### config.mk
export PLATFORM = sky130hd
export DESIGN_NAME = multiplier_32_seq_flat
export DESIGN_NICKNAME = d
export VERILOG_FILES = /design/src/rtl/mult_seq_pkg.sv /design/src/rtl/multiplier_32_seq_if.sv /design/src/rtl/multiplier_32_seq_adder.sv /design/src/rtl/multiplier_32_seq.sv /design/src/flat_wrapper.sv
export SDC_FILE = /design/constraint.sdc
export NUM_CORES = 1
export LEC_CHECK = 0
export BUFFER_PORTS_ARGS = -buffer_cell sky130_fd_sc_hd__buf_2
export CORE_AREA = 5 5 149 116
export DETAILED_ROUTE_END_ITERATION = 10
export DIE_AREA = 0 0 154 121
export GPL_TIMING_DRIVEN = 0
export PLACE_DENSITY_LB_ADDON = 0.25
export SLEW_MARGIN = 20
export SYNTH_ARGS = -nofsm -noshare
export SYNTH_HDL_FRONTEND = slang
export SYNTH_SLANG_ARGS = --single-unit
### constraint.sdc
create_clock -name clk -period 3.9 [get_ports clk]
set_input_delay 0.195 -clock clk [delete_from_list [all_inputs] [get_ports clk]]
set_output_delay 0.195 -clock clk [all_outputs]
set_load 0.005 [all_outputs]
### src/rtl/mult_seq_pkg.sv
// mult_seq_pkg: shared state encodings and widths for the sequential multiplier
//   OP_W      operand width, fixed by the shared 32-bit adder
//   LAST_ITER terminal iteration count that ends RUN
package mult_seq_pkg;
   localparam int OP_W = 32;
   localparam logic [4:0] LAST_ITER = 5'd31;
   typedef enum logic [1:0] {IDLE = 2'd0, RUN = 2'd1, DONE = 2'd2} state_t;
endpackage

### src/rtl/multiplier_32_seq_if.sv
// multiplier_32_seq_if: request/result bundle of the sequential multiplier
//   start, a, b           requester -> multiplier
//   busy, done, product   multiplier -> requester
interface multiplier_32_seq_if;
   import mult_seq_pkg::*;
   logic                start;
   logic [OP_W-1:0]     a;
   logic [OP_W-1:0]     b;
   logic                busy;
   logic                done;
   logic [2*OP_W-1:0]   product;
   modport master (output start, a, b, input busy, done, product);
   modport slave (input start, a, b, output busy, done, product);
endinterface

### src/rtl/multiplier_32_seq_adder.sv
// full_adder_32: 32-bit adder with carry in/out, the multiplier's only datapath adder
//   A, B, C_I  addends and carry in
//   R, C_O     sum and carry out
module full_adder_32 (
   output logic [31:0] R,
   output logic        C_O,
   input  logic [31:0] A,
   input  logic [31:0] B,
   input  logic        C_I
);
   assign {C_O, R} = {1'b0, A} + {1'b0, B} + {32'd0, C_I};
endmodule

### src/rtl/multiplier_32_seq.sv
// multiplier_32_seq: 32x32 unsigned shift-add multiplier, fixed 32-cycle latency
//   clk, rst_n  clock and asynchronous active-low reset
//   bus         slave side: start/a/b in, busy/done/product out
module multiplier_32_seq
   import mult_seq_pkg::*;
(
   input  logic                       clk,
   input  logic                       rst_n,
   multiplier_32_seq_if.slave         bus
);
   state_t state, state_nxt;
   logic [4:0]        count;
   logic [OP_W-1:0]   mcand, hi, lo, sum;
   logic              carry;
   logic [2*OP_W-1:0] shifted;
   logic [2*OP_W-1:0] product;
   logic              accept;
   // a zero addend leaves {carry,sum} = {0,hi} when the multiplier bit is clear
   full_adder_32 u_add (
      .R   (sum),
      .C_O (carry),
      .A   (hi),
      .B   (lo[0] ? mcand : '0),
      .C_I (1'b0)
   );
   // carry rides in as bit 64 before the shift, so no overflow is lost
   assign shifted = {carry, sum, lo[OP_W-1:1]};
   assign accept = bus.start && state != RUN;
   always_comb begin
      state_nxt = state;
      state_nxt = state == RUN ? (count == LAST_ITER ? DONE : RUN)
                               : (bus.start ? RUN : IDLE);
   end
   always_ff @(posedge clk or negedge rst_n) begin
      if (!rst_n) begin
         state   <= IDLE;
         count   <= '0;
         mcand   <= '0;
         hi      <= '0;
         lo      <= '0;
         product <= '0;
      end else begin
         state <= state_nxt;
         if (accept) begin
            mcand <= bus.a;
            hi    <= '0;
            lo    <= bus.b;
            count <= '0;
         end else if (state == RUN) begin
            {hi, lo} <= shifted;
            count    <= count == LAST_ITER ? count : count + 5'd1;
            if (count == LAST_ITER) product <= shifted;
         end
      end
   end
   assign bus.busy    = state == RUN;
   assign bus.done    = state == DONE;
   assign bus.product = product;
endmodule

### src/flat_wrapper.sv
// flat-port wrapper written by rule: the top's interface ports become plain ports
module multiplier_32_seq_flat import mult_seq_pkg::*;
  (clk, rst_n, bus_start, bus_a, bus_b, bus_busy, bus_done, bus_product);
  multiplier_32_seq_if bus_i ();
  input  logic clk;
  input  logic rst_n;
  input wire logic [$bits(bus_i.start)-1:0] bus_start;
  input wire logic [$bits(bus_i.a)-1:0] bus_a;
  input wire logic [$bits(bus_i.b)-1:0] bus_b;
  output wire logic [$bits(bus_i.busy)-1:0] bus_busy;
  output wire logic [$bits(bus_i.done)-1:0] bus_done;
  output wire logic [$bits(bus_i.product)-1:0] bus_product;
  assign bus_i.start = bus_start;
  assign bus_i.a = bus_a;
  assign bus_i.b = bus_b;
  assign bus_busy = bus_i.busy;
  assign bus_done = bus_i.done;
  assign bus_product = bus_i.product;
  multiplier_32_seq u_core (.clk(clk), .rst_n(rst_n), .bus(bus_i));
endmodule
**After elaboration in Yosys (flattened, before gate mapping)**

Cells that the tools add are included.

- Word-level logic and storage cells: 29
- Register bits: 167
- Input port bits: 67

- Bitwise logic cells: 1
- Add/sub/neg operators: 2
- Equal/unequal tests: 5
- Muxes and demuxes: 11
- Reductions and logical operators: 4

Operators with widths:

| operator | count |
|---|---|
| 32-bit 2-to-1 mux | 5 |
| 32-bit by 32-bit adder with 33-bit output | 1 |
| 5-bit 2-to-1 mux | 3 |
| 5-bit by 1-bit adder with 5-bit output, second input constant | 1 |
| 5-bit equality test, second input constant | 1 |
| 2-bit 2-to-1 mux | 2 |
| 2-bit by 1-bit != test with 1-bit output, second input constant | 2 |
| 3-bit AND reduction | 1 |
| 2-bit by 1-bit equality test with 1-bit output, second input constant | 1 |
| 2-bit equality test, second input constant | 1 |
| 2-bit AND reduction | 1 |
| 2-bit nonzero test | 1 |
| 1-bit logical AND | 1 |
| 1-bit 2-to-1 mux | 1 |
| 1-bit inverter | 1 |

**Logic depth before layout (Yosys ltp)**

- Depth in word-level cells: 4
- Depth in mapped cells: 11
- Gate-level depth less buffers: 10

**By module**

From an unflattened synthesis, not the netlist that was laid out.

- Cell total of the unflattened synthesis: 806
- Area, all modules: 8911.0 µm²

Modules (own cells, without submodules):

| module | sequential area each (µm²) | instances | area each (µm²) | cells an instance |
|---|---|---|---|---|
| multiplier_32_seq | 4179.0 | 1 | 7056.8 | 547 |
| full_adder_32 | 0.0 | 1 | 1854.3 | 259 |

**Worst setup path before layout**

OpenSTA, ideal clock, no wires.

- Path kind: register to register
- From: register u_core.lo[0]
- To: register u_core.product[47], in the netlist u_core.bus.product[47]
- Setup time: 0.128 ns
- Stages on the path, launching flop included: 12
- Period minus slack after synthesis: 2.842 ns
- Path slack: 1.058 ns
- Required time: 3.772 ns
- Data arrival time: 2.714 ns
- Cells stage by stage: dfrtp_1 clkbuf_1 and2_1 ha_1 fa_1 a21o_1 a221oi_2 o2111ai_2 a21bo_1 a21oi_1 mux2i_1 nand3_1

- Word-level cells in the longest chain between the ends: 2

Ends and longest elaborated chain:

| element | RTL line | RTL |
|---|---|---|
| start, declared | multiplier_32_seq.sv:13 | `logic [OP_W-1:0] mcand, hi, lo, sum;` |
| start signal, assigned | multiplier_32_seq.sv:47 | `lo <= bus.b;` |
| start signal, assigned | multiplier_32_seq.sv:50 | `{hi, lo} <= shifted;` |
| 32-bit 2-to-1 mux | multiplier_32_seq.sv:23 | `.B (lo[0] ? mcand : '0),` |
| 32-bit by 32-bit adder with 33-bit output | multiplier_32_seq_adder.sv:11 | `assign {C_O, R} = {1'b0, A} + {1'b0, B} + {32'd0, C_I};` |
| end signal, assigned | multiplier_32_seq.sv:52 | `if (count == LAST_ITER) product <= shifted;` |
| end, declared | multiplier_32_seq.sv:16 | `logic [2*OP_W-1:0] product;` |

No other way between the ends.
A chain may end at the register's enable or synchronous reset.

**Worst setup path in the final report**

Ends and elaborated chain as after synthesis.

==> out/results.txt <==
Dividing the detail-routed via count by the number of cells gives 5.68. The average footprint of a synthesized cell is 9.50 um2, and the post-CTS setup buffer count is 0. Summed over all cells, the static leakage comes to 5.25 nW. The synthesized netlist devotes 18.7% of its cell area to simple gates. Clock-pin slew was measured on the worst setup and hold paths at 0.07 ns. Commonest non-fill, non-tap cell in the layout: sky130_fd_sc_hd__nand2_1. In the synthesized netlist the dominant register cell turns out to be sky130_fd_sc_hd__dfrtp_1.

The tools report the share of total power in combinational logic as 44.5%. Sequential cell area fraction in the yosys report: 48.0%. The largest vdd supply drop was 0.000377 V; the number of core rows was 40.

The net switching power figure came out at 0.00354 W. Startpoint of the lowest-slack hold path: bus_a[9]. Setup repair after global routing left no endpoint under its margin. Relative to the synthesized area, the layout overhead comes to 21.7%. The placer's final routability congestion estimate was 0.959. The die is 121 um tall.

Counting the buffers created by CTS gives 17. For the net count after synthesis, the log shows 1019. Headroom to the max-slew limit came out at 50.6%. At the pin with the least slew margin, the transition time is 0.741 ns.

The logs give 0 for the warning count from the yosys run and 55.8% for the starting density of the core. The run gives 0 as the max-slew violation count. Summed over all nets, the half-perimeter wirelength after detailed placement is 16.8 mm. The root buffer cell was sky130_fd_sc_hd__clkbuf_16.

The H-tree was split into 4 levels. The number of buffers between clock root and the deepest sink came out at 2. TritonCTS built the clock tree. For the largest net degree at the start of global routing, the log shows 93. The die covers 18600 um2.

The total detailed-routing wirelength was 23.6 mm. The residual overflow from global routing is 0. The synthesized-area fraction occupied by ao, oa, aoi and oai cells works out to 14.6%.

Kind of path behind the tightest hold check: in2reg. The tools report the type of element launching the critical path as a register. For the routed via count, the log shows 7509.

Clock latency on the worst-skew pair, taken at its later pin, is 0.44 ns. In the final layout, the share of cells above drive strength 1 is 19.3%. The die is 154 um wide.

Setup violations remaining at the end of the flow were counted as 0. After layout, the minimum clock period comes to 3.50 ns. The antenna violation net count after detailed routing came out at 0. Category of the most critical setup path: reg2reg.

In this run the worst setup path begins at u_core.lo[0]. The total area inside the core boundary comes to 15600 um2. The first global-routing pass estimated 38.2 mm of wire. In this run, the clock network consumes 20.8% of the power. At the end of the flow, the number of nets in the layout was 1201. The synthesized netlist occupies a cell area of 8710 um2.

The synthesized-area fraction occupied by adder cells came out at 5.11%. The unique cell type count in the Yosys netlist was 66; the number of design rule violations left after detail routing was 0. The pre-antenna-repair detailed-routing pass consisted of 5 iterations.

CTS saw 167 sinks. The iteration-0 DRC count of the detailed router is 639, and the largest fanout on the critical path is 10. The power density over cell area is 814 nW/um2, and the number of hold-slack violations in the final timing report is 0.

For this design the top-level I/O count stands at 133. The number of antenna violations at the first check in global routing was 0. The number of placed instances, taps included, is 1259. The share of async-settable or async-resettable flops after synthesis was 100%; the worst-case clock skew was 0.0154 ns. Synthesis produced a netlist whose cell count is 917. STA puts the critical path data required time at 4.21 ns. In the layout the commonest cells are 187 x sky130_fd_sc_hd__nand2_1, 167 x sky130_fd_sc_hd__dfrtp_1, 135 x sky130_fd_sc_hd__buf_2, 90 x sky130_fd_sc_hd__o21ai_0, 54 x sky130_fd_sc_hd__nand3_1.

The proportion of total power due to net switching is 41.0%, and the total routing usage reported by global routing is 25.6%. The worst register-to-register path begins at u_core.lo[0]. The flow ran to the end, and the final reports show no timing, DRC or antenna violations. The worst setup path is captured at a register. Data on the critical path arrives at its endpoint at 3.80 ns. The number of global-route vias before repair is 7175, and the number of synthesized register bits is 167. The per-cell routed wire length is 17.8 um, and the maximum operating frequency is 0.286 GHz.

Of the total synthesized cell area, the portion taken by XOR and XNOR cells is 2.31%. The aggregate negative setup slack is 0 ns, and the total of buffers placed on input and output ports is 131. Max-cap violations in this run came to 0.

The multiplexer fraction of the synthesized cell area is 8.06%, and the filler-free cell count of the finished design is 1323. The internal portion of the total power is 0.00509 W. After synthesis, the largest family of logic cells by area is simple AND/OR/NAND/NOR gates. After layout, the worst path uses 89.7% of the clock period. The number of flops mapped to enable cells by yosys came out at 0. Sequential cells burn 34.6% of the power.
==> cells in the mapped netlist (all sizes together), types with 13 or more instances <==
library cell	n	area share, %
a21o	13	1.1
a21oi	43	2.5
and2	33	2.4
clkbuf	44	1.9
dfrtp	167	48
ha	34	4.9
inv	14	0.60
mux2	33	4.3
mux2i	33	3.8
nand2	187	8.1
nand3	54	3.1
nand4	19	1.4
o21ai	98	5.6
==> repair_timing <==
item | CTS | global route
endpoints found under the hold margin | 105 | 0
gates resized for setup | 0 | 0
hold buffers | 31 | 0
==> layer usage <==
| layer | track usage [%] | share of wire [%] |
|---|---|---|
| met1 | 39.0 | 47 |
| met2 | 37.7 | 44 |
| met3 | 5.35 | 7.4 |
| met4 | 5.24 | 0.94 |
| met5 | 0 | 0 |
==> cell families after synthesis <==
logic type / Yosys count
simple gates: 349
compound gates: 206
flops: 167
buf+inv: 71
mux: 66
fa+ha+maj: 35
xor+xnor: 23
==> metrics by stage <==
stage	util, %	power (W)	area (um2)	hold WS [ns]	setup slack [ns]
floorplan	-	0.00554	8710	-0.101	1.06
global placement	61.7	0.00663	9630	0.427	-0.0109
detailed placement	61.9	0.00677	9670	0.213	0.479
CTS	67.9	0.00862	10600	0.00675	0.453
global route	67.9	0.00930	10600	0.00679	0.221
finish	67.9	0.00863	10600	0.0165	0.401
==> state kept, by name, summed over array words and instances, names as in the netlist <==
register,flops
u_core.hi,32
u_core.state,2
u_core.lo,32
u_core.count,5
u_core.bus.product,64
u_core.mcand,32
==> final cells by class <==
class	count	area [um2]
diodes	1	2.50
plain buffers	56	220
clock buffers	19	443
clock inverters	13	181
fillers	1298	5010
inverters	15	56.3
multi-input cells	679	4260
flip-flops and latches	167	4180
well taps	210	263
repair buffers	163	1000
==> path summary, 6_finish.rpt <==
| check | endpoint | slack [ns] | cells past startpoint |
|---|---|---|---|
| worst max-delay path | u_core.bus.product[47] | 0.40 | 11 |
| worst min-delay path | u_core.mcand[9] | 0.02 | 2 |
| worst max register to register | u_core.bus.product[47] | 0.40 | 11 |
| worst min register to register | u_core.bus.product[20] | 0.47 | 2 |
| max in group asynchronous | u_core.lo[9] | 2.74 | 3 |
| min in group asynchronous | u_core.bus.product[38] | 0.31 | 2 |
==> power by group through the flow <==
stage,logic (W),registers [W],clock network [W]
final,0.00384,0.00299,0.00180
after global routing,0.00432,0.00309,0.00189
after CTS,0.00382,0.00299,0.00182
after detailed placement,0.00376,0.00301,0
after global placement,0.00364,0.00299,0
after floorplan,0.00262,0.00291,0
==> worst max-delay path, stage by stage, from the launching register on <==
cell	delay (ns)
sky130_fd_sc_hd__dfrtp_1	0.43
sky130_fd_sc_hd__clkbuf_1	0.23
sky130_fd_sc_hd__and2_1	0.20
sky130_fd_sc_hd__ha_1	0.21
sky130_fd_sc_hd__fa_1	0.42
sky130_fd_sc_hd__a21o_1	0.23
sky130_fd_sc_hd__a221oi_2	0.44
sky130_fd_sc_hd__o2111ai_2	0.23
sky130_fd_sc_hd__a21bo_1	0.29
sky130_fd_sc_hd__a21oi_1	0.35
sky130_fd_sc_hd__mux2i_1	0.26
sky130_fd_sc_hd__nand3_1	0.08
Power figures use the tool's default switching activity.
